$ cat config.mk
export PLATFORM = sky130hd
export DESIGN_NAME = mul_seq_64
export DESIGN_NICKNAME = d
export VERILOG_FILES = /design/src/rtl/legv8_pkg.sv /design/src/rtl/mul_seq_64_cla.sv /design/src/rtl/mul_seq_64.sv
export SDC_FILE = /design/constraint.sdc
export NUM_CORES = 1
export LEC_CHECK = 0
export BUFFER_PORTS_ARGS = -buffer_cell sky130_fd_sc_hd__buf_2
export CAP_MARGIN = 20
export CORE_MARGIN = 1
export CORE_UTILIZATION = 50
export DETAILED_ROUTE_END_ITERATION = 10
export GPL_TIMING_DRIVEN = 0
export PLACE_DENSITY = 0.72
export SLEW_MARGIN = 20
export SYNTH_ARGS = -nofsm -noshare
export SYNTH_HDL_FRONTEND = slang
export SYNTH_SLANG_ARGS = --single-unit
export TNS_END_PERCENT = 100
$ cat constraint.sdc
create_clock -name clk -period 4.2 [get_ports clk]
set_input_delay 0.63 -clock clk [delete_from_list [all_inputs] [get_ports clk]]
set_output_delay 0.63 -clock clk [all_outputs]
set_load 0.03 [all_outputs]
$ cat src/rtl/legv8_pkg.sv
// Shared LEGv8 execute-stage definitions: datapath width, multiplier
// iteration count and multiplier controller state encoding.
package legv8_pkg;

  localparam int XLEN      = 64;
  localparam int MUL_ITERS = 64;
  localparam int CNT_W     = 6;

  typedef enum logic [1:0] {
    IDLE = 2'd0,
    BUSY = 2'd1,
    DONE = 2'd2
  } mul_state_t;

endpackage

$ cat src/rtl/mul_seq_64_cla.sv
// 64-bit three-level carry-lookahead adder: 4-bit groups, 16-bit super
// groups and a top-level lookahead across the four super groups.
module mul_seq_64_cla
  import legv8_pkg::*;
(
  input  logic [XLEN-1:0] a_i,
  input  logic [XLEN-1:0] b_i,
  input  logic            Cin,
  output logic [XLEN-1:0] sum_o,
  output logic            Cout
);

  logic [XLEN-1:0] g_s;
  logic [XLEN-1:0] p_s;
  logic [15:0]     gg_s;
  logic [15:0]     gp_s;
  logic [3:0]      sgg_s;
  logic [3:0]      sgp_s;
  logic [4:0]      sc_s;
  logic [15:0]     gc_s;
  logic [XLEN-1:0] bc_s;

  // Generate/propagate terms and the three lookahead levels
  always_comb begin
    g_s   = a_i & b_i;
    p_s   = a_i ^ b_i;
    gg_s  = 16'd0;
    gp_s  = 16'd0;
    sgg_s = 4'd0;
    sgp_s = 4'd0;
    sc_s  = 5'd0;
    gc_s  = 16'd0;
    bc_s  = {XLEN{1'b0}};

    for (int i = 0; i < 16; i++) begin
      gg_s[i] = g_s[4*i+3]
              | (p_s[4*i+3] & g_s[4*i+2])
              | (p_s[4*i+3] & p_s[4*i+2] & g_s[4*i+1])
              | ((&p_s[4*i+1 +: 3]) & g_s[4*i]);
      gp_s[i] = &p_s[4*i +: 4];
    end

    for (int s = 0; s < 4; s++) begin
      sgg_s[s] = gg_s[4*s+3]
               | (gp_s[4*s+3] & gg_s[4*s+2])
               | (gp_s[4*s+3] & gp_s[4*s+2] & gg_s[4*s+1])
               | ((&gp_s[4*s+1 +: 3]) & gg_s[4*s]);
      sgp_s[s] = &gp_s[4*s +: 4];
    end

    // Top level: each super-group carry is a flat sum of products
    sc_s[0] = Cin;
    sc_s[1] = sgg_s[0] | (sgp_s[0] & Cin);
    sc_s[2] = sgg_s[1] | (sgp_s[1] & sgg_s[0]) | (sgp_s[1] & sgp_s[0] & Cin);
    sc_s[3] = sgg_s[2] | (sgp_s[2] & sgg_s[1]) | (sgp_s[2] & sgp_s[1] & sgg_s[0])
            | (sgp_s[2] & sgp_s[1] & sgp_s[0] & Cin);
    sc_s[4] = sgg_s[3] | (sgp_s[3] & sgg_s[2]) | (sgp_s[3] & sgp_s[2] & sgg_s[1])
            | (sgp_s[3] & sgp_s[2] & sgp_s[1] & sgg_s[0])
            | ((&sgp_s) & Cin);

    for (int s = 0; s < 4; s++) begin
      gc_s[4*s]   = sc_s[s];
      gc_s[4*s+1] = gg_s[4*s] | (gp_s[4*s] & sc_s[s]);
      gc_s[4*s+2] = gg_s[4*s+1] | (gp_s[4*s+1] & gg_s[4*s])
                  | (gp_s[4*s+1] & gp_s[4*s] & sc_s[s]);
      gc_s[4*s+3] = gg_s[4*s+2] | (gp_s[4*s+2] & gg_s[4*s+1])
                  | (gp_s[4*s+2] & gp_s[4*s+1] & gg_s[4*s])
                  | (gp_s[4*s+2] & gp_s[4*s+1] & gp_s[4*s] & sc_s[s]);
    end

    for (int i = 0; i < 16; i++) begin
      bc_s[4*i]   = gc_s[i];
      bc_s[4*i+1] = g_s[4*i] | (p_s[4*i] & gc_s[i]);
      bc_s[4*i+2] = g_s[4*i+1] | (p_s[4*i+1] & g_s[4*i])
                  | (p_s[4*i+1] & p_s[4*i] & gc_s[i]);
      bc_s[4*i+3] = g_s[4*i+2] | (p_s[4*i+2] & g_s[4*i+1])
                  | (p_s[4*i+2] & p_s[4*i+1] & g_s[4*i])
                  | (p_s[4*i+2] & p_s[4*i+1] & p_s[4*i] & gc_s[i]);
    end
  end

  assign sum_o = p_s ^ bc_s;
  assign Cout  = sc_s[4];

endmodule

$ cat src/rtl/mul_seq_64.sv
// Iterative 64x64 unsigned shift-add multiplier producing the full 128-bit
// product, one partial-product add per cycle through the lookahead adder.
module mul_seq_64
  import legv8_pkg::*;
#(
  parameter int WIDTH = XLEN
) (
  input  logic             clk,
  input  logic             rst_n,
  input  logic             start,
  input  logic             flush,
  input  logic [WIDTH-1:0] a,
  input  logic [WIDTH-1:0] b,
  output logic             ready,
  output logic             done,
  output logic [WIDTH-1:0] prod_lo,
  output logic [WIDTH-1:0] prod_hi
);

  localparam logic [CNT_W-1:0] LAST_CNT = CNT_W'(MUL_ITERS - 1);

  mul_state_t       state_q;
  logic             ready_q;
  logic             done_q;
  logic [WIDTH-1:0] acc_q;
  logic [WIDTH-1:0] mplier_q;
  logic [WIDTH-1:0] mcand_q;
  logic [CNT_W-1:0] cnt_q;

  logic [WIDTH-1:0] addend_s;
  logic [WIDTH-1:0] sum_s;
  logic             c_s;
  logic [WIDTH-1:0] acc_d;
  logic [WIDTH-1:0] mplier_d;
  logic [CNT_W-1:0] cnt_d;

  mul_seq_64_cla u_add (
    .a_i   (acc_q),
    .b_i   (addend_s),
    .Cin   (1'b0),
    .sum_o (sum_s),
    .Cout  (c_s)
  );

  // One shift-add step: the adder carry becomes the new accumulator MSB
  always_comb begin
    addend_s = mplier_q[0] ? mcand_q : {WIDTH{1'b0}};
    acc_d    = {c_s, sum_s[WIDTH-1:1]};
    mplier_d = {sum_s[0], mplier_q[WIDTH-1:1]};
    if (cnt_q == LAST_CNT) begin
      cnt_d = cnt_q;
    end else begin
      cnt_d = cnt_q + {{(CNT_W-1){1'b0}}, 1'b1};
    end
  end

  // Controller and datapath registers; flush leaves operand/product data intact
  always_ff @(posedge clk or negedge rst_n) begin
    if (!rst_n) begin
      state_q  <= IDLE;
      ready_q  <= 1'b1;
      done_q   <= 1'b0;
      acc_q    <= {WIDTH{1'b0}};
      mplier_q <= {WIDTH{1'b0}};
      mcand_q  <= {WIDTH{1'b0}};
      cnt_q    <= {CNT_W{1'b0}};
    end else if (flush) begin
      state_q <= IDLE;
      ready_q <= 1'b1;
      done_q  <= 1'b0;
    end else begin
      case (state_q)
        IDLE: begin
          done_q <= 1'b0;
          if (start) begin
            mcand_q  <= a;
            mplier_q <= b;
            acc_q    <= {WIDTH{1'b0}};
            cnt_q    <= {CNT_W{1'b0}};
            state_q  <= BUSY;
            ready_q  <= 1'b0;
          end else begin
            state_q <= IDLE;
            ready_q <= 1'b1;
          end
        end
        BUSY: begin
          acc_q    <= acc_d;
          mplier_q <= mplier_d;
          cnt_q    <= cnt_d;
          ready_q  <= 1'b0;
          if (cnt_q == LAST_CNT) begin
            state_q <= DONE;
            done_q  <= 1'b1;
          end else begin
            state_q <= BUSY;
            done_q  <= 1'b0;
          end
        end
        DONE: begin
          state_q <= IDLE;
          ready_q <= 1'b1;
          done_q  <= 1'b0;
        end
        default: begin
          state_q <= IDLE;
          ready_q <= 1'b1;
          done_q  <= 1'b0;
        end
      endcase
    end
  end

  assign ready   = ready_q;
  assign done    = done_q;
  assign prod_hi = acc_q;
  assign prod_lo = mplier_q;

endmodule

==> impl_results.md <==
* DR vias/cell at 5.567
* Most used DFF post-synth: dfrtp_1
* Cell Area, Synth at 11400 µm²
* First-pass GRT wire length at roughly 52000 µm
* Max_slew headroom at 0.3970
* Power per cell area at between 400 and 500 nW/µm²
* FF-to-FF setup slack at ~220 ps
* Fin nets at roughly 1700
* Initial antenna violation count at 3
* Crit Path Class: reg -> reg
* Root Buffer: clkbuf_16
* Largest net degree at the start of global routing at 94
* Post-route ant nets at 0
* Number of synthesized register bits at about 200
* Setup TNS at 0 ps
* Share of post-route cells with drive strength above 1 at 0.2085
* CTS tree: done
* VDD IR max at ~0.28 mV
* Netlist cell types at a little under 70
* Multi-input gate area at approximately 6000 µm²
* Worst skew pair latency at about 520 ps
* Async S/R FF share, synth at 1.000
* Reg clk slew, reported paths at 60 ps
* Post-Route WL at around 32000 µm
* Cts bufs inserted at 23
* Most frequent cells in the layout: 322 x nand2_1, 261 x buf_2, 201 x dfrtp_1
* Number of global-route vias before repair at 9913
* Die height at 153.0 µm
* Worst clock skew at ~17 ps
* DRT Pass-1 Iters at 5
* Remaining Overflow, GRT at 0
* CORE AREA at between 20000 and 25000 µm²
* Worst setup EP type: flip-flop
* Final hold vios at 0
* Share of the clock period used by the worst path at 0.9470
* WL per Instance at around 18 µm
* Most common cell after layout, fill and taps aside: nand2_1
* Register area at 5056 µm²
* Fillers at roughly 1900
* Clk buf depth at 3
* Final RePlAce weighted congestion at 0.8912
* Final setup viols at 0
* Crit-path max FO at 10
* Seq/Total Area, Yosys at 0.4433
* CP arrival at about 4400 ps
* Final setup margin at approximately 220 ps
* Max-Cap Viols at 0
* DP Worst Slack at -328.4 ps
* Status: complete, no violations
* Net Count, Synth at 1434
* Fin Hold WS at about 13 ps
* DR vias at between 10000 and 15000
* Mapped Cells at roughly 1200
* Worst Setup Start Kind: flip-flop
* DR DRC count at 0
* Least-Margin Pin Slew at ~900 ps
* Die area at around 23000 µm²
* Post-synth EDFFs at 0
* IO buf count at roughly 260
* H-tree Lvls at 1
* Worst EP required at between 4000 and 5000 ps
* Area growth syn-to-layout at 21.76%
* Hold_buf cts at 0
* Fmax at approximately 250 MHz
* Gr usage total at 0.2785
* DP HPWL at roughly 24000 µm
* Top-Level Pins at 262
* Initial Util at 0.5162
* Row count at 54
* Total Power at about 6.7 mW
* Hold Crit Class: in -> async
* Clock sink count at 202
* Initial DRC count at roughly 680
* Final Critical Period at 3977 ps
* Final non-filler cell total at 1808
* Pleak at 7.284 nW
* Syn_area_per_cell at a little over 9 µm²
* Slew Limit Fails at 0
* Die width at approximately 150 µm
* RSZ-0062 raised after global routing: no
* Inst Count DP at between 1500 and 2000
* Ys Warns at 0
[cells in the mapped netlist (all sizes together) (3+ instances only)]
cell type	instances	area share
a22o	15	0.012
o221ai	3	0.0023
and2	68	0.037
o21ai	97	0.043
inv	25	0.0082
ha	65	0.071
fa	16	0.028
mux2i	64	0.056
a31oi	7	0.0038
nand2b	4	0.0022
o31ai	24	0.016
o21a	7	0.0046
a211oi	10	0.0066
or2	3	0.0016
clkbuf	50	0.016
nand3	18	0.0079
a21oi	31	0.014
nand4	11	0.0060
dfrtp	201	0.44
nor2b	3	0.0016
a21boi	4	0.0026
a2111o	6	0.0059
nor4	3	0.0016
a21o	19	0.013
nor2	27	0.0095
a221o	3	0.0026
xnor2	17	0.013
xor2	9	0.0069
nand2	322	0.11
a32o	7	0.0061
o41ai	4	0.0031
and3	14	0.0077
buf	10	0.0033
nor3	10	0.0044
or3	11	0.0060
[logic make-up after synthesis]
logic type / count (synthesis) / synth area share
simple gates: 503 / 0.1987
compound gates: 260 / 0.1545
flops: 202 / 0.4433
mux: 64 / 0.05617
buf+inv: 85 / 0.02798
fa+ha+maj: 81 / 0.09940
xor+xnor: 26 / 0.01997
[sequential cells by signal, summed over array words and instances (netlist names)]
| name | count |
|---|---|
| cnt_q | 6 |
| done | 1 |
| mcand_q | 64 |
| prod_hi | 64 |
| prod_lo | 64 |
| ready | 1 |
| state_q | 2 |
[critical path: stages (launching register included)]
cell and delay (ps):
dfrtp_1 360, buf_2 320, clkbuf_2 270, and2_1 150, ha_1 270, a21o_1 200, a31o_1 270, a221oi_2 270
o211ai_2 210, nor2_4 260, inv_2 130, a21o_1 190, or2_2 290, fa_1 450, a22o_1 210
[stage by stage]
| step | utilization | area [µm²] |
|---|---|---|
| after CTS | 0.6273 | 13860 |
| after global placement | 0.5912 | 13060 |
| after detailed placement | 0.5947 | 13140 |
| after floorplan | - | 11400 |
| after global routing | 0.6285 | 13890 |
| final | 0.6285 | 13890 |
[per-layer routing]
metal	track usage	vias to the layer above	part of all wire
li1	-	4835	-
met1	0.3739	4829	0.44
met2	0.4558	332	0.47
met3	0.04366	69	0.061
met4	0.1039	0	0.034
met5	0	-	0
[final timing paths]
| path | start | end | depth (start not counted) |
|---|---|---|---|
| worst max-delay path | prod_lo[0] | prod_hi[59] | 14 |
| worst min-delay path | rst_n | prod_hi[10] | 1 |
| worst max register to register | prod_lo[0] | prod_hi[59] | 14 |
| worst min register to register | mcand_q[9] | mcand_q[9] | 2 |
| max in group asynchronous | rst_n | mcand_q[45] | 2 |
| min in group clk | a[14] | mcand_q[14] | 3 |
[layout make-up]
| cell class | instances | share of cell area |
|---|---|---|
| Multi-Input combinational cell | 934 | 0.4362 |
| Tap cell | 280 | 0.02523 |
| Antenna cell | 3 | 0.0005406 |
| Buffer | 60 | 0.01658 |
| Sequential cell | 202 | 0.3641 |
| Timing Repair Buffer | 265 | 0.09984 |
| Inverter | 25 | 0.006758 |
| Clock inverter | 4 | 0.001712 |
| Clock buffer | 35 | 0.04902 |
[timing repair]
item                       in CTS  in global routing
pin swaps                       1                  1
gates resized for setup         3                 11
setup endpoints to repair      11                  7
setup buffers                   1                  0
[where the power goes]
group	leakage [nW]	internal, mW	switching, mW
Sequential	2.60	2.32	0.292
Clock	0.350	1.11	0.801
Combinational	4.33	0.767	1.44
Total	7.28	4.19	2.54
Note: power is estimated with default switching activity, not from simulation.
